### src/rtl/wb_arbiter_if.sv
// ---------------------------------------------------------------------------
// wb_arbiter_if
// Purpose : bundles the writeback arbiter's source and sink signals.
// Signals :
//   alu_valid/alu_rd/alu_data  ALU result (no backpressure)
//   alu_hold                   asks the ALU side to skip the next cycle
//   ld_valid/ld_rd/ld_data     load result offered (valid/ready)
//   ld_ready                   load accepted when ld_valid && ld_ready
//   rd/datain/reg_write        register-file write port (registered)
//   pend_mask                  destinations of loads still buffered
// Modports: master = producers/consumers around the arbiter,
//           slave  = the arbiter itself.
// ---------------------------------------------------------------------------
interface wb_arbiter_if #(
  parameter int XLEN = 32
);
  logic            alu_valid;
  logic [4:0]      alu_rd;
  logic [XLEN-1:0] alu_data;
  logic            alu_hold;

  logic            ld_valid;
  logic            ld_ready;
  logic [4:0]      ld_rd;
  logic [XLEN-1:0] ld_data;

  logic [4:0]      rd;
  logic [XLEN-1:0] datain;
  logic            reg_write;
  logic [31:0]     pend_mask;

  modport master (
    output alu_valid, alu_rd, alu_data, ld_valid, ld_rd, ld_data,
    input  alu_hold, ld_ready, rd, datain, reg_write, pend_mask
  );

  modport slave (
    input  alu_valid, alu_rd, alu_data, ld_valid, ld_rd, ld_data,
    output alu_hold, ld_ready, rd, datain, reg_write, pend_mask
  );
endinterface

### src/rtl/wb_arbiter.sv
// ---------------------------------------------------------------------------
// wb_arbiter
// Purpose : merges ALU results and load results onto the single register-file
//           write port. Loads that lose arbitration wait in a small FIFO; a
//           pending-write mask lets the hazard unit stall on buffered loads.
//           A starvation counter raises alu_hold so buffered loads drain.
// Ports   :
//   i_clk    rising-edge clock
//   i_reset  asynchronous, active-low reset
//   io_bus   wb_arbiter_if.slave (ALU in, load in, write port out, pend_mask)
// Parameters:
//   XLEN          data width
//   DEPTH         load FIFO entries (power of 2, >= 2)
//   STARVE_LIMIT  consecutive ALU wins over a non-empty FIFO before alu_hold
// ---------------------------------------------------------------------------
module wb_arbiter #(
  parameter int XLEN         = 32,
  parameter int DEPTH        = 2,
  parameter int STARVE_LIMIT = 4
) (
  input  logic         i_clk,
  input  logic         i_reset,
  wb_arbiter_if.slave  io_bus
);

  localparam int PTRW = $clog2(DEPTH);
  localparam int CNTW = PTRW + 1;

  typedef enum logic [1:0] {
    SEL_NONE,
    SEL_ALU,
    SEL_FIFO,
    SEL_BYPASS
  } sel_e;

  logic [4:0]      r_fifoRd   [DEPTH];
  logic [XLEN-1:0] r_fifoData [DEPTH];
  logic [PTRW-1:0] r_wrPtr;
  logic [PTRW-1:0] r_rdPtr;
  logic [CNTW-1:0] r_count;
  logic [3:0]      r_starveCnt;

  logic            r_regWrite;
  logic [4:0]      r_rd;
  logic [XLEN-1:0] r_datain;

  logic            w_empty;
  logic            w_ldReady;
  logic            w_ldFire;
  logic            w_push;
  logic            w_pop;
  sel_e            w_sel;
  logic [4:0]      w_selRd;
  logic [XLEN-1:0] w_selData;
  logic [31:0]     w_pendMask;

  // ld_ready comes straight from the registered count, so a pop in the same
  // cycle never feeds back into the handshake.
  assign w_empty   = (r_count == '0);
  assign w_ldReady = (r_count < CNTW'(DEPTH));
  assign w_ldFire  = io_bus.ld_valid && w_ldReady;

  // Fixed-priority source select: ALU, then FIFO head, then a load that can
  // skip the empty FIFO entirely.
  always_comb begin
    w_sel     = SEL_NONE;
    w_selRd   = '0;
    w_selData = '0;
    if (io_bus.alu_valid) begin
      w_sel     = SEL_ALU;
      w_selRd   = io_bus.alu_rd;
      w_selData = io_bus.alu_data;
    end else if (!w_empty) begin
      w_sel     = SEL_FIFO;
      w_selRd   = r_fifoRd[r_rdPtr];
      w_selData = r_fifoData[r_rdPtr];
    end else if (w_ldFire) begin
      w_sel     = SEL_BYPASS;
      w_selRd   = io_bus.ld_rd;
      w_selData = io_bus.ld_data;
    end
  end

  assign w_pop  = (w_sel == SEL_FIFO);
  assign w_push = w_ldFire && (w_sel != SEL_BYPASS);

  // FIFO storage has no reset; only the pointers/count define validity.
  always_ff @(posedge i_clk) begin
    if (w_push) begin
      r_fifoRd[r_wrPtr]   <= io_bus.ld_rd;
      r_fifoData[r_wrPtr] <= io_bus.ld_data;
    end
  end

  // FIFO pointers and occupancy; push and pop together leave count unchanged.
  always_ff @(posedge i_clk or negedge i_reset) begin
    if (!i_reset) begin
      r_wrPtr <= '0;
      r_rdPtr <= '0;
      r_count <= '0;
    end else begin
      if (w_push) r_wrPtr <= r_wrPtr + PTRW'(1);
      if (w_pop)  r_rdPtr <= r_rdPtr + PTRW'(1);
      r_count <= r_count + CNTW'(w_push) - CNTW'(w_pop);
    end
  end

  // Starvation counter: counts ALU wins while loads wait, saturating at the
  // limit; any drain progress or an empty FIFO restarts it.
  always_ff @(posedge i_clk or negedge i_reset) begin
    if (!i_reset) begin
      r_starveCnt <= '0;
    end else if (w_pop || w_empty) begin
      r_starveCnt <= '0;
    end else if ((w_sel == SEL_ALU) && (r_starveCnt != 4'(STARVE_LIMIT))) begin
      r_starveCnt <= r_starveCnt + 4'd1;
    end
  end

  // Write port register. Writes to x0 still consume their source but never
  // raise reg_write; address/data hold when nothing is selected.
  always_ff @(posedge i_clk or negedge i_reset) begin
    if (!i_reset) begin
      r_regWrite <= 1'b0;
      r_rd       <= '0;
      r_datain   <= '0;
    end else begin
      r_regWrite <= (w_sel != SEL_NONE) && (w_selRd != 5'd0);
      if (w_sel != SEL_NONE) begin
        r_rd     <= w_selRd;
        r_datain <= w_selData;
      end
    end
  end

  // Pending mask over the valid FIFO window [rdPtr, rdPtr+count). Built from
  // registered state, so an entry's bit drops on the edge that writes it.
  always_comb begin
    w_pendMask = '0;
    for (int i = 0; i < DEPTH; i++) begin
      if (({1'b0, PTRW'(PTRW'(i) - r_rdPtr)} < r_count) && (r_fifoRd[i] != 5'd0)) begin
        w_pendMask[r_fifoRd[i]] = 1'b1;
      end
    end
  end

  assign io_bus.ld_ready  = w_ldReady;
  assign io_bus.alu_hold  = (r_starveCnt == 4'(STARVE_LIMIT));
  assign io_bus.rd        = r_rd;
  assign io_bus.datain    = r_datain;
  assign io_bus.reg_write = r_regWrite;
  assign io_bus.pend_mask = w_pendMask;

endmodule

### src/flat_wrapper.sv
// flat-port wrapper written by rule: the top's interface ports become plain ports
module wb_arbiter_flat 
#(
  parameter int XLEN         = 32,
  parameter int DEPTH        = 2,
  parameter int STARVE_LIMIT = 4
)
  (i_clk, i_reset, io_bus_alu_valid, io_bus_alu_rd, io_bus_alu_data, io_bus_ld_valid, io_bus_ld_rd, io_bus_ld_data, io_bus_alu_hold, io_bus_ld_ready, io_bus_rd, io_bus_datain, io_bus_reg_write, io_bus_pend_mask);
  wb_arbiter_if #(.XLEN(XLEN)) io_bus_i ();
  input  logic i_clk;
  input  logic i_reset;
  input wire logic [$bits(io_bus_i.alu_valid)-1:0] io_bus_alu_valid;
  input wire logic [$bits(io_bus_i.alu_rd)-1:0] io_bus_alu_rd;
  input wire logic [$bits(io_bus_i.alu_data)-1:0] io_bus_alu_data;
  input wire logic [$bits(io_bus_i.ld_valid)-1:0] io_bus_ld_valid;
  input wire logic [$bits(io_bus_i.ld_rd)-1:0] io_bus_ld_rd;
  input wire logic [$bits(io_bus_i.ld_data)-1:0] io_bus_ld_data;
  output wire logic [$bits(io_bus_i.alu_hold)-1:0] io_bus_alu_hold;
  output wire logic [$bits(io_bus_i.ld_ready)-1:0] io_bus_ld_ready;
  output wire logic [$bits(io_bus_i.rd)-1:0] io_bus_rd;
  output wire logic [$bits(io_bus_i.datain)-1:0] io_bus_datain;
  output wire logic [$bits(io_bus_i.reg_write)-1:0] io_bus_reg_write;
  output wire logic [$bits(io_bus_i.pend_mask)-1:0] io_bus_pend_mask;
  assign io_bus_i.alu_valid = io_bus_alu_valid;
  assign io_bus_i.alu_rd = io_bus_alu_rd;
  assign io_bus_i.alu_data = io_bus_alu_data;
  assign io_bus_i.ld_valid = io_bus_ld_valid;
  assign io_bus_i.ld_rd = io_bus_ld_rd;
  assign io_bus_i.ld_data = io_bus_ld_data;
  assign io_bus_alu_hold = io_bus_i.alu_hold;
  assign io_bus_ld_ready = io_bus_i.ld_ready;
  assign io_bus_rd = io_bus_i.rd;
  assign io_bus_datain = io_bus_i.datain;
  assign io_bus_reg_write = io_bus_i.reg_write;
  assign io_bus_pend_mask = io_bus_i.pend_mask;
  wb_arbiter #(.XLEN(XLEN), .DEPTH(DEPTH), .STARVE_LIMIT(STARVE_LIMIT)) u_core (.i_clk(i_clk), .i_reset(i_reset), .io_bus(io_bus_i));
endmodule
### config.mk
export PLATFORM = sky130hd
export DESIGN_NAME = wb_arbiter_flat
export DESIGN_NICKNAME = d
export VERILOG_FILES = /design/src/rtl/wb_arbiter_if.sv /design/src/rtl/wb_arbiter.sv /design/src/flat_wrapper.sv
export SDC_FILE = /design/constraint.sdc
export NUM_CORES = 1
export LEC_CHECK = 0
export CAP_MARGIN = 25
export CELL_PAD_IN_SITES_DETAIL_PLACEMENT = 1
export CELL_PAD_IN_SITES_GLOBAL_PLACEMENT = 2
export CORE_UTILIZATION = 31
export CTS_BUF_LIST = sky130_fd_sc_hd__clkbuf_4 sky130_fd_sc_hd__clkbuf_8 sky130_fd_sc_hd__clkbuf_16
export DETAILED_ROUTE_END_ITERATION = 16
export PLACE_DENSITY_LB_ADDON = 0.1
export RECOVER_POWER = 25
export SLEW_MARGIN = 5
export SYNTH_ARGS = -nofsm -noshare
export SYNTH_HDL_FRONTEND = slang
export SYNTH_SLANG_ARGS = --single-unit
### constraint.sdc
create_clock -name i_clk -period 4.7 [get_ports i_clk]
set_clock_uncertainty 0.2 [all_clocks]
set_input_delay 1.175 -clock i_clk [delete_from_list [all_inputs] [get_ports i_clk]]
set_output_delay 1.175 -clock i_clk [all_outputs]
set_load 0.02 [all_outputs]
Word level (Yosys, flattened, before mapping). Memories as Yosys holds them, arrays and structs flattened. Index checks and enable logic that the tools add are counted.

Output and inout bits: 72. Bits in writable memories: 74. Register bits: 46. Memories kept: 2. Logic and storage cells: 63. Input bits: 78.

Reduce and logical (&&, ||, !) cells: 15. Muxes and demuxes: 19. Eq/ne operators: 5. Add/subtract/negate cells: 7. Bitwise operators: 1. Order comparisons: 7.

Memory list: u_core.r_fifoData (words 2, bits a word 32, read ports 1, clocked after memory_dff 0, wr ports 1, line wb_arbiter.sv:37) `logic [XLEN-1:0] r_fifoData [DEPTH];`; u_core.r_fifoRd (words 2, bits a word 5, read ports 3, clocked after memory_dff 0, wr ports 1, line wb_arbiter.sv:36) `logic [4:0] r_fifoRd [DEPTH];`.

Operators by type and width (count): 32-bit two-way mux (5); 32-bit bitwise OR (1); 5-bit two-way mux (3); 5-bit nonzero test (3); 5-bit by 6-bit < comparator with 1-bit output (second input constant) (2); 1-bit demux with 5-bit select (2); 5-bit by 1-bit greater-or-equal comparator with 1-bit output (second input constant) (2); 1-bit logical AND (8); 4-bit two-way mux (2); 2-bit two-way mux (3); 4-bit by 1-bit adder with 4-bit output (second input constant) (1); 4-bit by 3-bit == test with 1-bit output (second input constant) (1); 1-bit by 2-bit < comparator with 1-bit output (2); 1-bit two-way mux (4); 4-bit by 3-bit != test with 1-bit output (second input constant) (1); 2-bit nonzero test (2); 1-bit adder (second input constant) (2); 2-bit by 1-bit adder with 2-bit output (1); 2-bit by 1-bit == test with 1-bit output (second input constant) (1); 2-bit == test (second input constant) (1); 2-bit zero test (1); 2-bit < comparator (second input constant) (1); 2-bit != test (second input constant) (1); 1-bit subtractor (first input constant) (2); 2 further kinds (2).

Depth between registers and ports, before layout.
Depth after elaboration: 9. Depth in mapped cells: 8.

Worst setup path after synthesis. Ideal clock, no wire load.

Path type: input-to-reg. Start point: in io_bus_ld_valid. End point: mem u_core.r_fifoData[0][0] (enable). Library setup time: 0.477 ns. Buffers on the path: 1. Arrival time: 3.997 ns. Stages on the path: 3. Slack: 0.025 ns. Data required time: 4.023 ns. Cells stage by stage: buf_2 > nand2b_1 > nor3_1.

Longest elaborated chain between the ends: 8.

Ends and longest elaborated chain: from (decl) (line flat_wrapper.sv:15) `input wire logic [$bits(io_bus_i.ld_valid)-1:0] io_bus_ld_valid;`; 1-bit logical AND (*) (line wb_arbiter.sv:61) `assign w_ldFire = io_bus.ld_valid && w_ldReady;`; 2-bit two-way mux (line wb_arbiter.sv:77) `end else if (w_ldFire) begin`; 2-bit two-way mux (line wb_arbiter.sv:73) `end else if (!w_empty) begin`; 2-bit two-way mux (line wb_arbiter.sv:69) `if (io_bus.alu_valid) begin`; 2-bit != test (line wb_arbiter.sv:85) `assign w_push = w_ldFire && (w_sel != SEL_BYPASS);`; 1-bit logical AND (*) (line wb_arbiter.sv:85); 1-bit two-way mux (*) (line wb_arbiter.sv:89) `if (w_push) begin`; 1-bit two-way mux (implied by the code) (*) (line wb_arbiter.sv:91) `r_fifoData[r_wrPtr] <= io_bus.ld_data;`; to (decl) (line wb_arbiter.sv:37).

Every way passes the cells marked *; elsewhere a longest branch is shown, timed or not.

Worst setup path after layout.
Start point: reg u_core.r_count[0]. End point: out io_bus_pend_mask[20].

Longest elaborated chain between the ends: 5.

Ends and longest elaborated chain: from (decl) (line wb_arbiter.sv:40) `logic [CNTW-1:0] r_count;`; from (signal assigned) (line wb_arbiter.sv:104) `r_count <= r_count + CNTW'(w_push) - CNTW'(w_pop);`; 1-bit by 2-bit < comparator with 1-bit output (line wb_arbiter.sv:141) `if (({1'b0, PTRW'(PTRW'(i) - r_rdPtr)} < r_count) && (r_fifoRd[i] != 5'd0)) begin`; 1-bit logical AND (line wb_arbiter.sv:141); 32-bit two-way mux (line wb_arbiter.sv:141); 32-bit bitwise OR (no line); 32-bit two-way mux (*) (line wb_arbiter.sv:141); to (decl) (line flat_wrapper.sv:23) `output wire logic [$bits(io_bus_i.pend_mask)-1:0] io_bus_pend_mask;`.

Marked as above.

==> flow_metrics.py <==
metrics = {
    "outcome": {
        "status": "complete, but fails checks",
        "violations": "capacitance limit, slew limit",
    },
    "synth": {
        "synth.area.top_cells": "edfxtp_1 42%, dfrtp_1 22%, mux2i_1 6.4%",
        "yosysUniqueCellTypes": 43,
        "syn_area_per_cell_um2": 12.9,
        "synthCells": 410,
        "yosysSeqAreaShare": 0.637,
        "async_flop_share": 0.383,
        "syn-num-nets": 492,
        "synth_area_leader_cell": "edfxtp_1",
        "synth_top_area_frac": 0.420,
        "synth_edf_count": 74,
        "ys.flop_type": "edfxtp_1",
        "synth_warnings": 0,
        "synthesis.area_um2": 5300,
        "ys_ff_latch": 120,
    },
    "global_route": {
        "grtUsageTotal": 0.184,
        "grt_start_max_net_pins": 33,
        "first_global_vias": 4356,
        "grt_pass1_wl_um": 24400,
        "overflow": 0,
        "antenna_found_initial": 2,
    },
    "timing": {
        "relSlewSlack": -0.0197,
        "timing.fmax_mhz": 242,
        "rsz0062_at_grt": "false",
        "finalSetupTns_ns": 0,
        "hold_viol": 0,
        "fin_crit_sh": 0.880,
        "slew_violations": 24,
        "period_needed_ns": 4.14,
        "tightest_slew_ns": 1.53,
        "setup_viol": 0,
    },
    "floorplanning": {
        "row_count": 47,
        "io_pins": 150,
        "die_x_um": 133,
        "dieArea_um2": 17600,
        "dieHeight_um": 133,
        "initial_utilization": 0.318,
        "coreArea_um2": 16600,
    },
    "worst_setup_path": {
        "cp_max_fo": 8,
        "critPathCaptureType": "primary output",
        "crit_family": "buffers and inverters",
        "rr_worst_depth": 4,
        "crit_chain": "inv_2 > o21a_1 > or4b_1 > o22ai_1 > clkdlybuf4s50_1",
        "worstSetupPathType": "reg2out",
        "critical-path-max-stage-delay_ns": 0.63,
        "cp_num_buf_inv": 2,
        "start_kind": "flop",
        "crit_start": "u_core.r_count[0]",
        "cp.arrival_ns": 2.76,
        "crit_slowest_cell": "or4b_1",
        "rrSetupSlack_ns": 2.21,
        "crit_required_ns": 3.32,
        "crit_cells": 5,
        "r2r-end": "u_core.io_bus.reg_write",
        "cp-endpoint": "io_bus_pend_mask[20]",
        "reg2reg_from": "u_core.r_rdPtr",
    },
    "finish": {
        "final_util": 0.457,
        "nFillCells": 1717,
        "multi_input_area_um2": 1760,
        "mostFrequentLayoutCells": "118 x clkdlybuf4s50_1, 74 x edfxtp_1, 47 x nand2_1, 45 x dfrtp_1, 34 x mux2i_1",
        "drive_gt1_frac": 0.0970,
        "layout_commonest_cell": "clkdlybuf4s50_1",
        "layout.nets": 636,
        "seqCellArea_um2": 3370,
        "area_delta_synth_final_pct": 43.7,
        "stdcell_area_um2": 7610,
    },
    "drt": {
        "num_vias": 4108,
        "dr.first_iter.drc_count": 189,
        "firstDrtPassIters": 6,
        "vias_per_cell": 5.21,
        "wire_per_inst_um": 19.7,
        "ant_nets": 0,
        "drt_drc_violations_left": 0,
        "wirelength_um": 15500,
    },
    "clock_network": {
        "clock_latency_ns": 0.42,
        "clock-sinks": 120,
        "clock_tree.root_cell": "clkbuf_16",
        "cts.clk_slew.worst_paths_ns": 0.05,
        "clk_path_buf_depth": 2,
        "hold_buffers": 0,
        "post_cts_buffers": 0,
        "htree_levels": 4,
        "cts_buffers": 17,
        "cts_tree": "built",
        "ctsResizeCount": 0,
    },
    "pwr": {
        "p_int_mw": 2.81,
        "pwr-share-comb": 0.322,
        "power_switching_mw": 1.39,
        "p_clk_frac": 0.310,
        "leakagePower_nw": 2.83,
        "total_power_mw": 4.20,
        "p_sw_frac": 0.332,
        "powerDensity_nw_per_um2": 552,
        "ir_drop_mv": 0.308,
        "seqPwrFrac": 0.368,
    },
    "place": {
        "place_area_um2": 7010,
        "numPortBuffers": 148,
        "dp_hpwl_um": 10700,
        "gp_congestion": 0.822,
    },
    "job": {
        "drv_cap": 1,
    },
    "min_path": {
        "hold_path_class": "reg2reg",
    },
}
==> per-layer routing <==
metal | wire length (um) | vias up | global-route usage
met5 | 0 | - | 0
li1 | - | 1877 | -
met1 | 6940 | 2068 | 0.237
met4 | 178 | 0 | 0.0504
met2 | 7460 | 150 | 0.299
met3 | 936 | 13 | 0.0563
==> through the flow <==
step,setup slack (ns),instances,hold slack (ns)
CTS,0.531,787,0.285
detailed placement,0.985,755,0.272
global placement,1.04,755,0.257
global route,0.434,788,0.298
finish,0.563,789,0.278
floorplan,0.0253,410,0.256
==> final cells by class <==
type | instances | share of cell area
Multi-Input combinational cell | 250 | 0.232
Clock inverter | 13 | 0.0192
Tap cell | 220 | 0.0362
Inverter | 8 | 0.00395
Antenna cell | 2 | 0.000658
Timing Repair Buffer | 157 | 0.205
Clock buffer | 19 | 0.0595
Sequential cell | 120 | 0.443
==> cells in the mapped netlist (3+ instances only) <==
| cell type | instances |
|---|---|
| inv_1 | 7 |
| a222oi_1 | 3 |
| buf_2 | 8 |
| nand2_1 | 47 |
| dfrtp_1 | 46 |
| nor2b_1 | 4 |
| a221o_1 | 33 |
| o21ai_0 | 28 |
| clkbuf_1 | 19 |
| nand3b_1 | 5 |
| o22ai_1 | 29 |
| a21oi_1 | 9 |
| mux2i_1 | 34 |
| nand2b_1 | 4 |
| edfxtp_1 | 74 |
| xnor2_1 | 5 |
| nor2_1 | 9 |
| nand3_1 | 4 |
| ha_1 | 4 |
| a211oi_1 | 6 |
==> flip-flops by register name, summed over array words and instances, names as in the netlist <==
name                     cells
u_core.r_fifoData           64
u_core.io_bus.datain        32
u_core.r_fifoRd             10
u_core.io_bus.rd             5
u_core.r_starveCnt           4
u_core.r_count               2
u_core.io_bus.reg_write      1
u_core.r_rdPtr               1
u_core.r_wrPtr               1
==> power groups by stage <==
| stage | registers [mW] | logic [mW] | clock network (mW) |
|---|---|---|---|
| final | 1.55 | 1.35 | 1.30 |
| after global routing | 1.58 | 1.46 | 1.38 |
| after CTS | 1.55 | 1.39 | 1.34 |
| after detailed placement | 1.57 | 1.38 | 0 |
| after global placement | 1.56 | 1.36 | 0 |
| after floorplan | 1.64 | 0.703 | 0 |
==> worst reg2reg max path: stages, from the launching register on <==
cell and delay (ns):
dfrtp_2 0.51, buf_4 0.55, mux2_2 0.41, a222oi_1 0.51, nand4_1 0.15
==> cells by family after synthesis <==
kind of cell,Yosys count,share of synthesized area
AO/OA/AOI/OAI,114,0.155
XOR/XNOR,6,0.00992
adder cells (fa/ha/maj),4,0.00945
buffers and inverters,40,0.0331
flip-flops,120,0.637
multiplexers,37,0.0707
other,1,0.000708
AND/OR/NAND/NOR,88,0.0841
==> worst min-delay path by stage <==
stage / from / to / slack, ns / cells past startpoint
6_report: u_core.io_bus.rd[4] / u_core.io_bus.rd[4] / 0.28 / 2
5_1_grt: u_core.io_bus.rd[3] / u_core.io_bus.rd[3] / 0.30 / 1
4_1_cts: u_core.io_bus.rd[4] / u_core.io_bus.rd[4] / 0.28 / 2
3_5_place_dp: u_core.io_bus.rd[3] / u_core.io_bus.rd[3] / 0.27 / 1
3_3_place_gp: u_core.io_bus.rd[4] / u_core.io_bus.rd[4] / 0.26 / 2
2_1_floorplan: u_core.r_wrPtr / u_core.r_wrPtr / 0.26 / 1
Note: power is estimated with default switching activity, not from simulation.
